[src/rtl/tart_axi_pkg.sv]
// Shared AXI4 encodings and arbiter state type for the TART DDR3 write/read arbiters.
package tart_axi_pkg;

  localparam logic [1:0] BURST_FIXED = 2'b00;
  localparam logic [1:0] BURST_INCR  = 2'b01;
  localparam logic [1:0] BURST_WRAP  = 2'b10;

  localparam logic [1:0] RESP_OKAY   = 2'b00;
  localparam logic [1:0] RESP_SLVERR = 2'b10;

  typedef enum logic [1:0] {
    IDLE = 2'd0,
    ADDR = 2'd1,
    DATA = 2'd2,
    RESP = 2'd3
  } arb_state_e;

endpackage

[src/rtl/rr_arbiter2.sv]
// Two-way one-hot grant select: a lone request wins outright; a tie goes to port 0
// under fixed priority, otherwise to the port that was not granted last.
module rr_arbiter2 #(
  parameter int FIXED_PRIO = 0
) (
  input  logic [1:0] req_i,
  input  logic       last_grant_i,
  output logic [1:0] gnt_o
);

  always_comb begin
    gnt_o = req_i;
    if (req_i == 2'b11) begin
      gnt_o = ((FIXED_PRIO != 0) || last_grant_i) ? 2'b01 : 2'b10;
    end
  end

endmodule

[src/rtl/ddr3_write_arbiter.sv]
// Burst-locked two-port AXI4 write arbiter sharing the single DDR3 controller write port.
// Port 0 is raw-data acquisition, port 1 the USB bulk-out bridge; one transaction in flight.
module ddr3_write_arbiter
  import tart_axi_pkg::*;
#(
  parameter int ID_WIDTH   = 4,
  parameter int AXI_WIDTH  = 32,
  parameter int AXI_ADDRS  = 27,
  parameter int AXI_KEEPS  = AXI_WIDTH / 8,
  parameter int FIXED_PRIO = 0
) (
  input  logic                 clock,
  input  logic                 arst_n,

  input  logic                 s0_awvalid,
  output logic                 s0_awready,
  input  logic [AXI_ADDRS-1:0] s0_awaddr,
  input  logic [ID_WIDTH-1:0]  s0_awid,
  input  logic [7:0]           s0_awlen,
  input  logic [1:0]           s0_awburst,
  input  logic                 s0_wvalid,
  output logic                 s0_wready,
  input  logic                 s0_wlast,
  input  logic [AXI_KEEPS-1:0] s0_wstrb,
  input  logic [AXI_WIDTH-1:0] s0_wdata,
  output logic                 s0_bvalid,
  input  logic                 s0_bready,
  output logic [1:0]           s0_bresp,
  output logic [ID_WIDTH-1:0]  s0_bid,

  input  logic                 s1_awvalid,
  output logic                 s1_awready,
  input  logic [AXI_ADDRS-1:0] s1_awaddr,
  input  logic [ID_WIDTH-1:0]  s1_awid,
  input  logic [7:0]           s1_awlen,
  input  logic [1:0]           s1_awburst,
  input  logic                 s1_wvalid,
  output logic                 s1_wready,
  input  logic                 s1_wlast,
  input  logic [AXI_KEEPS-1:0] s1_wstrb,
  input  logic [AXI_WIDTH-1:0] s1_wdata,
  output logic                 s1_bvalid,
  input  logic                 s1_bready,
  output logic [1:0]           s1_bresp,
  output logic [ID_WIDTH-1:0]  s1_bid,

  output logic                 m_awvalid,
  input  logic                 m_awready,
  output logic [AXI_ADDRS-1:0] m_awaddr,
  output logic [ID_WIDTH-1:0]  m_awid,
  output logic [7:0]           m_awlen,
  output logic [1:0]           m_awburst,
  output logic                 m_wvalid,
  input  logic                 m_wready,
  output logic                 m_wlast,
  output logic [AXI_KEEPS-1:0] m_wstrb,
  output logic [AXI_WIDTH-1:0] m_wdata,
  input  logic                 m_bvalid,
  output logic                 m_bready,
  input  logic [1:0]           m_bresp,
  input  logic [ID_WIDTH-1:0]  m_bid,

  output logic [1:0]           grant_o,
  output logic                 busy_o,
  output logic                 len_err_o
);

  arb_state_e           state_q, state_d;
  logic [1:0]           grant_q, grant_d;
  logic                 last_grant_q, last_grant_d;
  logic [7:0]           beat_cnt_q, beat_cnt_d;
  logic                 len_err_q, len_err_d;
  logic [AXI_ADDRS-1:0] awaddr_q, awaddr_d;
  logic [ID_WIDTH-1:0]  awid_q, awid_d;
  logic [7:0]           awlen_q, awlen_d;
  logic [1:0]           awburst_q, awburst_d;

  logic [1:0]           arb_gnt;
  logic                 sel;
  logic                 g_wvalid, g_wlast, g_bready;
  logic [AXI_KEEPS-1:0] g_wstrb;
  logic [AXI_WIDTH-1:0] g_wdata;
  logic                 aw_hs, w_hs, b_hs;
  logic [1:0]           awready_v, wready_v, bvalid_v;

  rr_arbiter2 #(
    .FIXED_PRIO (FIXED_PRIO)
  ) u_rr_arbiter2 (
    .req_i        ({s1_awvalid, s0_awvalid}),
    .last_grant_i (last_grant_q),
    .gnt_o        (arb_gnt)
  );

  // Only one grant bit is ever set, so bit 1 alone selects the active port.
  assign sel      = grant_q[1];
  assign g_wvalid = sel ? s1_wvalid : s0_wvalid;
  assign g_wlast  = sel ? s1_wlast  : s0_wlast;
  assign g_wstrb  = sel ? s1_wstrb  : s0_wstrb;
  assign g_wdata  = sel ? s1_wdata  : s0_wdata;
  assign g_bready = sel ? s1_bready : s0_bready;

  assign aw_hs = (state_q == ADDR) && m_awready;
  assign w_hs  = (state_q == DATA) && g_wvalid && m_wready;
  assign b_hs  = (state_q == RESP) && m_bvalid && g_bready;

  always_ff @(posedge clock or negedge arst_n) begin
    if (!arst_n) begin
      state_q      <= IDLE;
      grant_q      <= 2'b00;
      last_grant_q <= 1'b1;
      beat_cnt_q   <= 8'd0;
      len_err_q    <= 1'b0;
      awaddr_q     <= '0;
      awid_q       <= '0;
      awlen_q      <= 8'd0;
      awburst_q    <= BURST_FIXED;
    end else begin
      state_q      <= state_d;
      grant_q      <= grant_d;
      last_grant_q <= last_grant_d;
      beat_cnt_q   <= beat_cnt_d;
      len_err_q    <= len_err_d;
      awaddr_q     <= awaddr_d;
      awid_q       <= awid_d;
      awlen_q      <= awlen_d;
      awburst_q    <= awburst_d;
    end
  end

  always_comb begin
    state_d      = state_q;
    grant_d      = grant_q;
    last_grant_d = last_grant_q;
    beat_cnt_d   = beat_cnt_q;
    len_err_d    = len_err_q;
    awaddr_d     = awaddr_q;
    awid_d       = awid_q;
    awlen_d      = awlen_q;
    awburst_d    = awburst_q;
    unique case (state_q)
      IDLE: begin
        if (arb_gnt != 2'b00) begin
          grant_d   = arb_gnt;
          state_d   = ADDR;
          awaddr_d  = arb_gnt[1] ? s1_awaddr  : s0_awaddr;
          awid_d    = arb_gnt[1] ? s1_awid    : s0_awid;
          awlen_d   = arb_gnt[1] ? s1_awlen   : s0_awlen;
          awburst_d = arb_gnt[1] ? s1_awburst : s0_awburst;
        end
      end
      ADDR: begin
        if (aw_hs) begin
          beat_cnt_d = awlen_q;
          state_d    = DATA;
        end
      end
      DATA: begin
        if (w_hs) begin
          beat_cnt_d = beat_cnt_q - 8'd1;
          // wlast must coincide with the counter reaching zero; wlast still ends the burst.
          if (g_wlast != (beat_cnt_q == 8'd0)) begin
            len_err_d = 1'b1;
          end
          if (g_wlast) begin
            state_d = RESP;
          end
        end
      end
      RESP: begin
        if (b_hs) begin
          last_grant_d = grant_q[1];
          grant_d      = 2'b00;
          state_d      = IDLE;
        end
      end
      default: state_d = IDLE;
    endcase
  end

  for (genvar gi = 0; gi < 2; gi++) begin : g_port
    assign awready_v[gi] = (state_q == ADDR) && grant_q[gi] && m_awready;
    assign wready_v[gi]  = (state_q == DATA) && grant_q[gi] && m_wready;
    assign bvalid_v[gi]  = (state_q == RESP) && grant_q[gi] && m_bvalid;
  end

  assign s0_awready = awready_v[0];
  assign s1_awready = awready_v[1];
  assign s0_wready  = wready_v[0];
  assign s1_wready  = wready_v[1];
  assign s0_bvalid  = bvalid_v[0];
  assign s1_bvalid  = bvalid_v[1];
  assign s0_bresp   = grant_q[0] ? m_bresp : RESP_OKAY;
  assign s1_bresp   = grant_q[1] ? m_bresp : RESP_OKAY;
  assign s0_bid     = grant_q[0] ? m_bid : '0;
  assign s1_bid     = grant_q[1] ? m_bid : '0;

  assign m_awvalid = (state_q == ADDR);
  assign m_awaddr  = awaddr_q;
  assign m_awid    = awid_q;
  assign m_awlen   = awlen_q;
  assign m_awburst = awburst_q;

  // W is gated by DATA so no beat can leak ahead of the AW handshake.
  assign m_wvalid = (state_q == DATA) && g_wvalid;
  assign m_wlast  = (state_q == DATA) && g_wlast;
  assign m_wstrb  = (state_q == DATA) ? g_wstrb : '0;
  assign m_wdata  = (state_q == DATA) ? g_wdata : '0;
  assign m_bready = (state_q == RESP) && g_bready;

  assign grant_o   = grant_q;
  assign busy_o    = (state_q != IDLE);
  assign len_err_o = len_err_q;

endmodule

[config.mk]
export PLATFORM = sky130hd
export DESIGN_NAME = ddr3_write_arbiter
export DESIGN_NICKNAME = d
export VERILOG_FILES = /design/src/rtl/tart_axi_pkg.sv /design/src/rtl/rr_arbiter2.sv /design/src/rtl/ddr3_write_arbiter.sv
export SDC_FILE = /design/constraint.sdc
export NUM_CORES = 1
export LEC_CHECK = 0
export CAP_MARGIN = 20
export CORE_ASPECT_RATIO = 1.2
export CORE_MARGIN = 5
export CORE_UTILIZATION = 35
export CTS_BUF_LIST = sky130_fd_sc_hd__clkbuf_8
export CTS_CLUSTER_SIZE = 24
export DETAILED_ROUTE_END_ITERATION = 7
export PLACE_DENSITY_LB_ADDON = 0.12
export SLEW_MARGIN = 5
export SYNTH_ARGS = -nofsm -noshare
export SYNTH_HDL_FRONTEND = slang
export SYNTH_SLANG_ARGS = --single-unit
[constraint.sdc]
create_clock -name clock -period 1.91 [get_ports clock]
set_input_delay 0.382 -clock clock [delete_from_list [all_inputs] [get_ports clock]]
set_output_delay 0.382 -clock clock [all_outputs]
set_load 0.02 [all_outputs]
# [Word level (Yosys, flattened, before mapping)]
# Cells that the tools add are included.
[op_classes] n_addsub=1 n_eq_ne=10 muxes=28 reduce_logical=31
[op_table] cell="$mux 32" n=2
[op_table] cell="$mux 27" n=1
[op_table] cell="$mux 8" n=3
[op_table] cell="$mux 2" n=11
[op_table] cell="$mux 4" n=5
[op_table] cell="$logic_and 1x1->1" n=19
[op_table] cell="$pmux 8 s2" n=1
[op_table] cell="$reduce_and 3->1" n=3
[op_table] cell="$logic_not 8->1" n=1
[op_table] cell="$ne 2x2->1 const B" n=4
[op_table] cell="$pmux 2 s4" n=1
[op_table] cell="$reduce_bool 2->1" n=4
[op_table] cell="$sub 8x1->8 const B" n=1
[op_table] cell="$eq 2x2->1 const B" n=3
[op_table] cell="$reduce_and 5->1" n=1
[op_table] cell="$pmux 2 s2" n=1
[op_table] cell="$reduce_and 2->1" n=2
[op_table] cell="$mux 1" n=3
[op_table] cell="$eq 2x1->1 const B" n=1
[op_table] cell="$logic_not 2->1" n=1
[op_table] cell="$ne 2x1->1 const B" n=1
[op_table] cell="$ne 1x1->1" n=1
[word_totals] regBits=55 in_bits=173 out_inout_bits=103 word_cells=79

# [Logic depth before layout (Yosys ltp)]
# Gate-level depths: netlist (run 1).
[depth] ltp_word=5 depth_mapped=7 mapped_depth_nobuf=6

# [By module]
# From an unflattened synthesis (run 1), not the netlist that was laid out.
[unflattened] hier_cells=390 hier_area_um2=3573.4
[by_module_without_submodules] mod="ddr3_write_arbiter" n_inst=1 cells_each=387 area_per_inst_um2=3554.7 seq_area_each_um2=1377.6
[by_module_without_submodules] mod="rr_arbiter2" n_inst=1 cells_each=3 area_per_inst_um2=18.8 seq_area_each_um2=0.0

# [Worst setup path before layout (run 1)]
# OpenSTA, ideal clock, no wires.
[synth_path] path_kind="flip-flop to output port" start="register state_q[0]" end="output m_wdata[31]" t_arrival_ps=1571 required_ps=1528 path_slack_ps=-43 path_stages_with_launch=6 path_buffers=2 path_cell_list="dfrtp_1 inv_1 ha_1 clkbuf_1 clkbuf_1 nor2b_1"
[synth_between] elab_chain_cells=2
[synth_rtl] element="from (decl)" line_no="ddr3_write_arbiter.sv:68" rtl="arb_state_e state_q, state_d;"
[synth_rtl] element="from (signal assigned)" line_no="ddr3_write_arbiter.sv:118" rtl="state_q <= state_d;"
[synth_rtl] element="$eq 2x2->1" line_no="ddr3_write_arbiter.sv:207" rtl="assign m_wdata = (state_q == DATA) ? g_wdata : '0;"
[synth_rtl] element="$mux 32" line_no="ddr3_write_arbiter.sv:207"
[synth_rtl] element="to (decl)" line_no="ddr3_write_arbiter.sv:57" rtl="output logic [AXI_WIDTH-1:0] m_wdata,"
# No other way between the ends.

# [Worst setup path in the final report (run 1)]
[layout_path] start="register state_q[1]" end="register beat_cnt_q[6]"
[layout_between] elab_chain_cells=5 word_cells_on_any_way=10 cone_classes="eq/ne: 4; mux: 1; reduce/logical: 5"
[layout_rtl] element="$eq 2x2->1" line_no="ddr3_write_arbiter.sv:103, ddr3_write_arbiter.sv:140"
[layout_rtl] element="$logic_and 1x1->1 (2 in a row)" line_no="ddr3_write_arbiter.sv:103" rtl="assign w_hs = (state_q == DATA) && g_wvalid && m_wready;"
[layout_rtl] element="$ne 2x2->1 (no source line)"
[layout_rtl] element="$reduce_and 3->1 (no source line)"
[layout_rtl] element="to (signal assigned)" line_no="ddr3_write_arbiter.sv:121" rtl="beat_cnt_q <= beat_cnt_d;"
[layout_rtl] element="to (decl)" line_no="ddr3_write_arbiter.sv:71" rtl="logic [7:0] beat_cnt_q, beat_cnt_d;"
# Several ways; a longest one is shown, not always the timed one.
# A chain may end at the register's enable or synchronous reset.

==> results of run 1 <==
flip-flops by register name, summed over array words and instances (netlist names):
name and cells:
last_grant_q 1, m_awlen 8, m_awburst 2, state_q 2
beat_cnt_q 8, m_awid 4, m_awaddr 27, len_err_o 1
grant_o 2
repair_timing:
action | CTS | global route
endpoints found under the hold margin | 1 | 0
buffers inserted | 2 | 8
resized for setup | 225 | 55
pin swaps | 4 | 4
cloned | 2 | 1
hold buffers | 1 | 0
endpoints found under the setup margin | 64 | 30
power breakdown:
group          internal, uW  switching, uW
clock network           425            374
registers              1730            408
logic                  3390           3230
total                  5540           4010
critical path: cells and delay by family, from the launching register on:
| family | cells | cell delay, ns |
|---|---|---|
| and+or+nand+nor | 3 | 0.72 |
| DFF | 1 | 0.40 |
| AOI/OAI and AO/OA | 1 | 0.30 |
| buffers and inverters | 3 | 0.29 |
| adders and majority gates | 1 | 0.16 |
worst min path at each step:
stage	start	end	slack, ns	cells after the start
3_5_place_dp	arst_n	m_awaddr[17]	0.35	1
6_report	len_err_o	len_err_o	0.48	1
5_1_grt	m_awaddr[7]	m_awaddr[7]	0.51	2
4_1_cts	len_err_o	len_err_o	0.49	1
2_1_floorplan	arst_n	beat_cnt_q[0]	0.09	0
3_3_place_gp	arst_n	m_awaddr[16]	0.34	1
layer usage:
layer	GRT usage	vias up	part of all wire
li1	-	1961	-
met1	0.219	1829	0.34
met2	0.379	196	0.52
met3	0.0845	24	0.12
met4	0.0689	2	0.026
met5	0	-	0.0014
cell type report:
class / count / share of cell area
Timing Repair Buffer: 321 / 0.440
Multi-Input combinational cell: 301 / 0.322
Sequential cell: 55 / 0.194
Tap cell: 126 / 0.0222
Clock buffer: 6 / 0.0116
Clock inverter: 2 / 0.00493
Inverter: 9 / 0.00476
Antenna cell: 1 / 0.000352
stage by stage:
| stage | area, um2 | worst slack [ns] |
|---|---|---|
| 2_1_floorplan | 3640 | 0.0267 |
| 3_3_place_gp | 6780 | -0.241 |
| 3_5_place_dp | 6780 | -0.210 |
| 4_1_cts | 6860 | -0.0543 |
| 5_1_grt | 7100 | -0.100 |
| 6_report | 7100 | -0.0133 |
kinds of logic (layout without fill, tap and decap cells):
family	count (synthesis)	after routing	synth area share
other	0	1	0
AOI/OAI and AO/OA	67	67	0.105
muxes	85	85	0.238
and+or+nand+nor	142	142	0.211
buffers and inverters	34	338	0.0391
DFF	55	55	0.384
adders and majority gates	6	6	0.0209
xor gates and xnor gates	1	1	0.00244
cells in the final DEF (no fill, tap or decap), types with 5 or more instances in the layout:
cell type	Yosys	final
sky130_fd_sc_hd__clkdlybuf4s50_1	0	214
sky130_fd_sc_hd__mux2i_1	83	76
sky130_fd_sc_hd__dfrtp_1	54	52
sky130_fd_sc_hd__nand2_1	48	47
sky130_fd_sc_hd__o21ai_0	46	45
sky130_fd_sc_hd__buf_4	1	40
sky130_fd_sc_hd__buf_2	7	24
sky130_fd_sc_hd__nor2b_2	0	21
sky130_fd_sc_hd__nor2b_1	42	20
sky130_fd_sc_hd__buf_6	0	17
sky130_fd_sc_hd__and2_1	12	12
sky130_fd_sc_hd__nand3_1	11	11
sky130_fd_sc_hd__dlygate4sd2_1	0	11
sky130_fd_sc_hd__inv_1	9	7
sky130_fd_sc_hd__buf_12	0	7
sky130_fd_sc_hd__and3_1	6	6
sky130_fd_sc_hd__nor2_1	6	6
sky130_fd_sc_hd__clkbuf_8	0	6
sky130_fd_sc_hd__mux2i_2	0	5
==> implementation parameters, run 1 <==
Parameter                              Value

Run status
  Violations in the final reports ... negative setup slack
  Outcome ... finished, violations left

STA
  Setup repair after global routing missed its margin ... true
  Actual transition at the worst max-transition pin ... 0.429 ns
  Relative slew slack ... 0.714
  Final setup viols ... 3
  Worst Hold Slack ... 0.482 ns
  TNS Setup ... -0.0145 ns
  Final Hold Violating Endpoints ... 0
  Highest attainable clock frequency ... slightly above 0.5 GHz
  Layout Skew ... between 0.006 and 0.007 ns
  Final period util ... 1.01
  Minimum period implied by the final worst setup slack ... between 1.5 and 2 ns
  Number of pins exceeding their max-slew limit in the final report ... 0
  Worst Setup Slack, final ... -0.0133 ns

Global routing
  First-pass GRT wire length ... ~21 mm
  Maximum number of pins on one net before global-route repair ... ~80
  Vias in the first global route ... 4057
  Total GRT Usage ... 0.210
  Total grt overflow ... 0
  Initial antenna violation count ... 2

Yosys
  Fraction of registers with async set/reset ... 1.00
  Cell type contributing the most total cell area after synthesis ... sky130_fd_sc_hd__dfrtp_1
  Flops & latches, synth ... between 50 and 60
  Most frequent cell after synthesis ... sky130_fd_sc_hd__mux2i_1
  Cell area after synthesis ... 3590 um2
  Number of flops mapped to enable cells by yosys ... 0
  Fraction of the yosys area taken by sequential cells ... 0.384
  Net count after synthesis ... 569
  Post-synthesis cell count ... 390
  Average instance area after synthesis ... a little over 9 um2
  Area contributors post-synth ... sky130_fd_sc_hd__dfrtp_1 (38%), sky130_fd_sc_hd__mux2i_1 (23%), sky130_fd_sc_hd__nor2b_1 (7.3%)
  Synth top area share ... 0.377
  Count of yosys warnings during synthesis ... 0
  Number of distinct library cell variants in the gate-level netlist after synthesis ... 42
  Most used standard cells in the synthesized netlist ... sky130_fd_sc_hd__mux2i_1 (83), sky130_fd_sc_hd__dfrtp_1 (54), sky130_fd_sc_hd__nand2_1 (48), sky130_fd_sc_hd__o21ai_0 (46), sky130_fd_sc_hd__nor2b_1 (42)
  Top flip-flop cell by instance count after synthesis ... sky130_fd_sc_hd__dfrtp_1

Layout
  Footprint of the multi-input gates ... 2280 um2
  Final Core Density ... 0.709
  # fillers ... roughly 800
  Total Nets Final ... just under 900
  Area growth from synthesis to final layout ... 97.9%
  Fraction of layout instances using a drive strength above 1 ... 0.222
  Final non-filler cell total ... 821
  Sequential standard cell area ... 1380 um2

Worst setup path
  Endpoint kind of the worst setup timing path ... register
  End of the worst register-to-register path ... beat_cnt_q[6]
  Origin of the worst setup path ... state_q[1]
  Critical-path cell list ... buf_6, inv_2, ha_4, buf_6, nor2b_1, o31a_1, or4b_1, nand4_1
  Slowest library cell on the worst path ... sky130_fd_sc_hd__or4b_1
  Data required time of the worst path ... 2.16 ns
  RR Startpoint ... state_q[1]
  Arr. time, crit path ... between 2 and 2.5 ns
  Crit-path max cell delay ... 0.50 ns
  Maximum fanout along the worst path ... 5
  Path depth of the worst reg2reg path ... 8
  Startpoint-to-endpoint class of the critical path ... reg2reg
  Reg2reg setup slack ... -0.01 ns
  Most used cell, CP ... sky130_fd_sc_hd__buf_6
  End point of the critical path ... beat_cnt_q[6]
  Critical path startpoint category ... register

Flow run
  Max cap viols ... 0

Floorplan
  Core footprint ... 10000 um2
  Area of the die ... roughly 12000 um2
  Standard-cell row count ... 40
  Die width ... slightly above 100 um
  I/O pin cnt ... 276
  Die span in y ... 121 um
  Initial cell density of the core ... 0.358

Clock network
  TritonCTS clock tree ... yes
  Register clock-pin slew on the reported worst setup and hold paths ... 0.10 ns
  Clock buffers created by TritonCTS ... 5
  Buffer levels on the longest clock path ... 2
  Worst-skew pair later-pin latency ... 0.31 ns
  Master cell of the clock root buffer ... sky130_fd_sc_hd__clkbuf_8
  H-tree levels ... 2
  Clk sinks ... 55

Routing
  Antenna-violating nets left ... 0
  Detailed-route via count ... 4012
  DRT iter0 DRCs ... around 120
  Residual DRC count ... 0
  Number of detailed-routing iterations run before antenna repair ... 4
  Detail-routed net length per standard cell ... 17.1 um
  Total wire length after detailed routing ... 14.0 mm
  Mean number of vias per cell ... 4.89

Pwr
  Peak supply drop ... 0.678 mV
  Leakage component of the power ... ~0.0032 uW
  Total Power Consumption ... 9560 uW
  Power per cell area ... between 1000 and 1500 nW/um2

Place
  PortBufs ... 275
  Sum of net half-perimeters after detailed placement ... between 10 and 15 mm
  Final RePlAce weighted congestion ... 0.844
  Number of placed cells counting well taps ... 799

Worst hold path
  Worst hold path class ... reg2reg
Note: power is estimated with default switching activity, not from simulation.
==> run 2: changes to the inputs <==
Settings changed: HOLD_SLACK_MARGIN set to 0.03, SYNTH_HIERARCHICAL set to 1.
==> implementation parameters, run 2 <==
Parameter                              Value

Run status
  Outcome ... finished, violations left (unchanged)
  Violations in the final reports ... negative setup slack (unchanged)

STA
  Final Hold Violating Endpoints ... 0 (unchanged)
  Final period util ... 1.08 (was 1.01)
  Actual transition at the worst max-transition pin ... 0.510 ns (was 0.429 ns)
  Final setup viols ... 22 (was 3)
  Highest attainable clock frequency ... 0.484 GHz (was 0.520 GHz)
  Worst Setup Slack, final ... -0.158 ns (was -0.0133 ns)
  TNS Setup ... -1.71 ns (was -0.0145 ns)
  Layout Skew ... 0.00762 ns (was 0.00673 ns)
  Setup repair after global routing missed its margin ... true (unchanged)
  Minimum period implied by the final worst setup slack ... 2.07 ns (was 1.92 ns)
  Relative slew slack ... 0.660 (was 0.714)
  Number of pins exceeding their max-slew limit in the final report ... 0 (unchanged)

Clock network
  Clock buffers created by TritonCTS ... 5 (unchanged)
  H-tree levels ... 2 (unchanged)
  Worst-skew pair later-pin latency ... 0.31 ns (about the same)
  Register clock-pin slew on the reported worst setup and hold paths ... 0.10 ns (about the same)
  Buffer levels on the longest clock path ... 2 (unchanged)
  Clk sinks ... 55 (unchanged)
  Master cell of the clock root buffer ... sky130_fd_sc_hd__clkbuf_8 (unchanged)
  TritonCTS clock tree ... yes (unchanged)

Floorplan
  Die width ... 102 um (about the same)
  Area of the die ... 12300 um2 (was 12400 um2)
  Die span in y ... 121 um (about the same)
  Standard-cell row count ... 40 (unchanged)
  I/O pin cnt ... 276 (unchanged)
  Initial cell density of the core ... 0.357 (was 0.358)
  Core footprint ... 10000 um2 (unchanged)

Pwr
  Power per cell area ... 1390 nW/um2 (was 1350 nW/um2)
  Peak supply drop ... 0.664 mV (was 0.678 mV)
  Leakage component of the power ... 0.00332 uW (was 0.00320 uW)
  Total Power Consumption ... 10300 uW (was 9560 uW)

Yosys
  Count of yosys warnings during synthesis ... 6 (was 0)
  Synth top area share ... 0.378 (was 0.377)
  Most used standard cells in the synthesized netlist ... sky130_fd_sc_hd__mux2i_1 (84), sky130_fd_sc_hd__dfrtp_1 (54), sky130_fd_sc_hd__nand2_1 (53), sky130_fd_sc_hd__o21ai_0 (47), sky130_fd_sc_hd__nor2b_1 (41) (was sky130_fd_sc_hd__mux2i_1 (83), sky130_fd_sc_hd__dfrtp_1 (54), sky130_fd_sc_hd__nand2_1 (48), sky130_fd_sc_hd__o21ai_0 (46), sky130_fd_sc_hd__nor2b_1 (42))
  Post-synthesis cell count ... 390 (unchanged)
  Top flip-flop cell by instance count after synthesis ... sky130_fd_sc_hd__dfrtp_1 (unchanged)
  Fraction of registers with async set/reset ... 1.00 (unchanged)
  Cell area after synthesis ... 3570 um2 (was 3590 um2)
  Flops & latches, synth ... 55 (unchanged)
  Cell type contributing the most total cell area after synthesis ... sky130_fd_sc_hd__dfrtp_1 (unchanged)
  Number of distinct library cell variants in the gate-level netlist after synthesis ... 44 (was 42)
  Average instance area after synthesis ... 9.16 um2 (was 9.20 um2)
  Area contributors post-synth ... sky130_fd_sc_hd__dfrtp_1 (38%), sky130_fd_sc_hd__mux2i_1 (24%), sky130_fd_sc_hd__nor2b_1 (7.2%) (was sky130_fd_sc_hd__dfrtp_1 (38%), sky130_fd_sc_hd__mux2i_1 (23%), sky130_fd_sc_hd__nor2b_1 (7.3%))
  Number of flops mapped to enable cells by yosys ... 0 (unchanged)
  Net count after synthesis ... 569 (unchanged)
  Fraction of the yosys area taken by sequential cells ... 0.386 (was 0.384)
  Most frequent cell after synthesis ... sky130_fd_sc_hd__mux2i_1 (unchanged)

Routing
  Total wire length after detailed routing ... 15.9 mm (was 14.0 mm)
  DRT iter0 DRCs ... 145 (was 115)
  Antenna-violating nets left ... 0 (unchanged)
  Detailed-route via count ... 4133 (was 4012)
  Residual DRC count ... 0 (unchanged)
  Detail-routed net length per standard cell ... 18.9 um (was 17.1 um)
  Mean number of vias per cell ... 4.91 (was 4.89)
  Number of detailed-routing iterations run before antenna repair ... 4 (unchanged)

Layout
  Final non-filler cell total ... 841 (was 821)
  Flip-flop count of the largest register after layout ... 27 (unchanged)
  Total Nets Final ... 892 (was 872)
  Design area ... 7400 um2 (was 7100 um2)
  Most frequent standard cell in the layout excluding fill and tap cells ... sky130_fd_sc_hd__clkdlybuf4s50_1 (unchanged)
  Fraction of layout instances using a drive strength above 1 ... 0.258 (was 0.222)
  Area growth from synthesis to final layout ... 107% (was 97.9%)
  Commonest non-fill, non-tap cells in the layout ... sky130_fd_sc_hd__clkdlybuf4s50_1 (213), sky130_fd_sc_hd__mux2i_1 (73), sky130_fd_sc_hd__nand2_1 (52), sky130_fd_sc_hd__dfrtp_1 (52), sky130_fd_sc_hd__buf_4 (49) (was sky130_fd_sc_hd__clkdlybuf4s50_1 (214), sky130_fd_sc_hd__mux2i_1 (76), sky130_fd_sc_hd__dfrtp_1 (52), sky130_fd_sc_hd__nand2_1 (47), sky130_fd_sc_hd__o21ai_0 (45))

Worst setup path
  Arr. time, crit path ... 2.27 ns (was 2.17 ns)
  Slowest library cell on the worst path ... sky130_fd_sc_hd__dfrtp_1 (was sky130_fd_sc_hd__or4b_1)
  Data required time of the worst path ... 2.12 ns (was 2.16 ns)
  Crit-path max cell delay ... 0.38 ns (was 0.50 ns)
  WP buf/inv ... 7 (was 3)
  RR Startpoint ... state_q[0] (was state_q[1])
  Critical path startpoint category ... register (unchanged)
  Origin of the worst setup path ... state_q[0] (was state_q[1])
  Cell class contributing the biggest share of worst-path delay ... buffers and inverters (was simple AND/OR/NAND/NOR gates)
  Critical-path cell list ... inv_2, ha_4, buf_12, buf_6, buf_8, buf_6, nand3b_1, o31ai_2, buf_4, buf_6, and4_1, nor3_1 (was buf_6, inv_2, ha_4, buf_6, nor2b_1, o31a_1, or4b_1, nand4_1)
  Endpoint kind of the worst setup timing path ... register (unchanged)
  Maximum fanout along the worst path ... 6 (was 5)
  Startpoint-to-endpoint class of the critical path ... reg2reg (unchanged)
  Most used cell, CP ... sky130_fd_sc_hd__buf_6 (unchanged)

Global routing
  Total grt overflow ... 0 (unchanged)
  Vias in the first global route ... 4212 (was 4057)
  Total GRT Usage ... 0.236 (was 0.210)
  First-pass GRT wire length ... 22.4 mm (was 20.7 mm)
  Maximum number of pins on one net before global-route repair ... 83 (was 82)
  Initial antenna violation count ... 1 (was 2)

Worst hold path
  Origin of the worst min-delay path ... m_awaddr[16] (was len_err_o)
  Worst hold path class ... reg2reg (unchanged)

Place
  Worst slack, placed ... -0.346 ns (was -0.210 ns)
  Standard cell area after detailed placement ... 6730 um2 (was 6780 um2)
  Final RePlAce weighted congestion ... 0.839 (was 0.844)
  Sum of net half-perimeters after detailed placement ... 12.2 mm (was 11.2 mm)
  PortBufs ... 275 (unchanged)
  Number of placed cells counting well taps ... 799 (unchanged)

Flow run
  Max cap viols ... 0 (unchanged)
## run 2: through the flow
stage / hold WS (ns) / utilization
global route: 0.513 / 0.739
CTS: 0.492 / 0.700
global placement: 0.377 / 0.673
detailed placement: 0.380 / 0.673
floorplan: 0.0864 / -
finish: 0.485 / 0.739
## run 2: cells by family after synthesis
family,Yosys count,share of synthesized area
flip-flops,55,0.386
XOR/XNOR,1,0.00245
AO/OA/AOI/OAI,68,0.107
AND/OR/NAND/NOR,139,0.204
adder cells (fa/ha/maj),6,0.0210
multiplexers,85,0.238
buffers and inverters,36,0.0410
## run 2: timing repair
item,CTS,global route
pin swaps,9,7
hold endpoints to repair,13,0
endpoints found under the setup margin,66,50
gates cloned,2,3
gates resized for setup,212,114
setup buffers,14,18
hold buffers,1,0
## run 2: path summary, 6_finish.rpt
check / end / slack, ns / depth (start not counted)
worst min-delay path: m_awaddr[16] / 0.48 / 2
max in group asynchronous: m_awlen[7] / 0.81 / 3
worst max register to register: beat_cnt_q[6] / -0.16 / 12
worst max-delay path: beat_cnt_q[6] / -0.16 / 12
min in group asynchronous: m_awaddr[20] / 0.56 / 2
worst min register to register: m_awaddr[16] / 0.48 / 2
## run 2: per-layer routing
layer	part of all wire	global-route usage	vias up
li1	-	-	2003
met1	0.35	0.252	1886
met2	0.51	0.432	214
met3	0.11	0.0814	28
met4	0.024	0.0673	2
met5	0.0011	0	-
## run 2: power breakdown
part	total, uW	internal, uW	switching [uW]	leakage, uW
logic	7450	3950	3500	0.00261
clock network	634	252	382	0.0000453
registers	2180	1730	452	0.000671
## run 2: area by class of cell
cell class	count	area (um2)
well taps	126	158
fillers	722	2610
repair buffers	344	3400
inverters	8	30.0
diodes	1	2.50
clock inverters	3	16.3
flip-flops and latches	55	1380
clock buffers	5	68.8
multi-input cells	299	2340
## run 2: tightest hold or removal path: cells and delay by family (launching register included)
kind             cells  cell delay [ns]
AO/OA/AOI/OAI        1             0.06
flip-flops           1             0.35
AND/OR/NAND/NOR      1             0.05
==> run 3: changes to the inputs <==
Settings changed: CTS_CLUSTER_DIAMETER set to 60.
==> results of run 3 <==
Same layout as run 2: the final DEF is identical, and so are final timing and power.
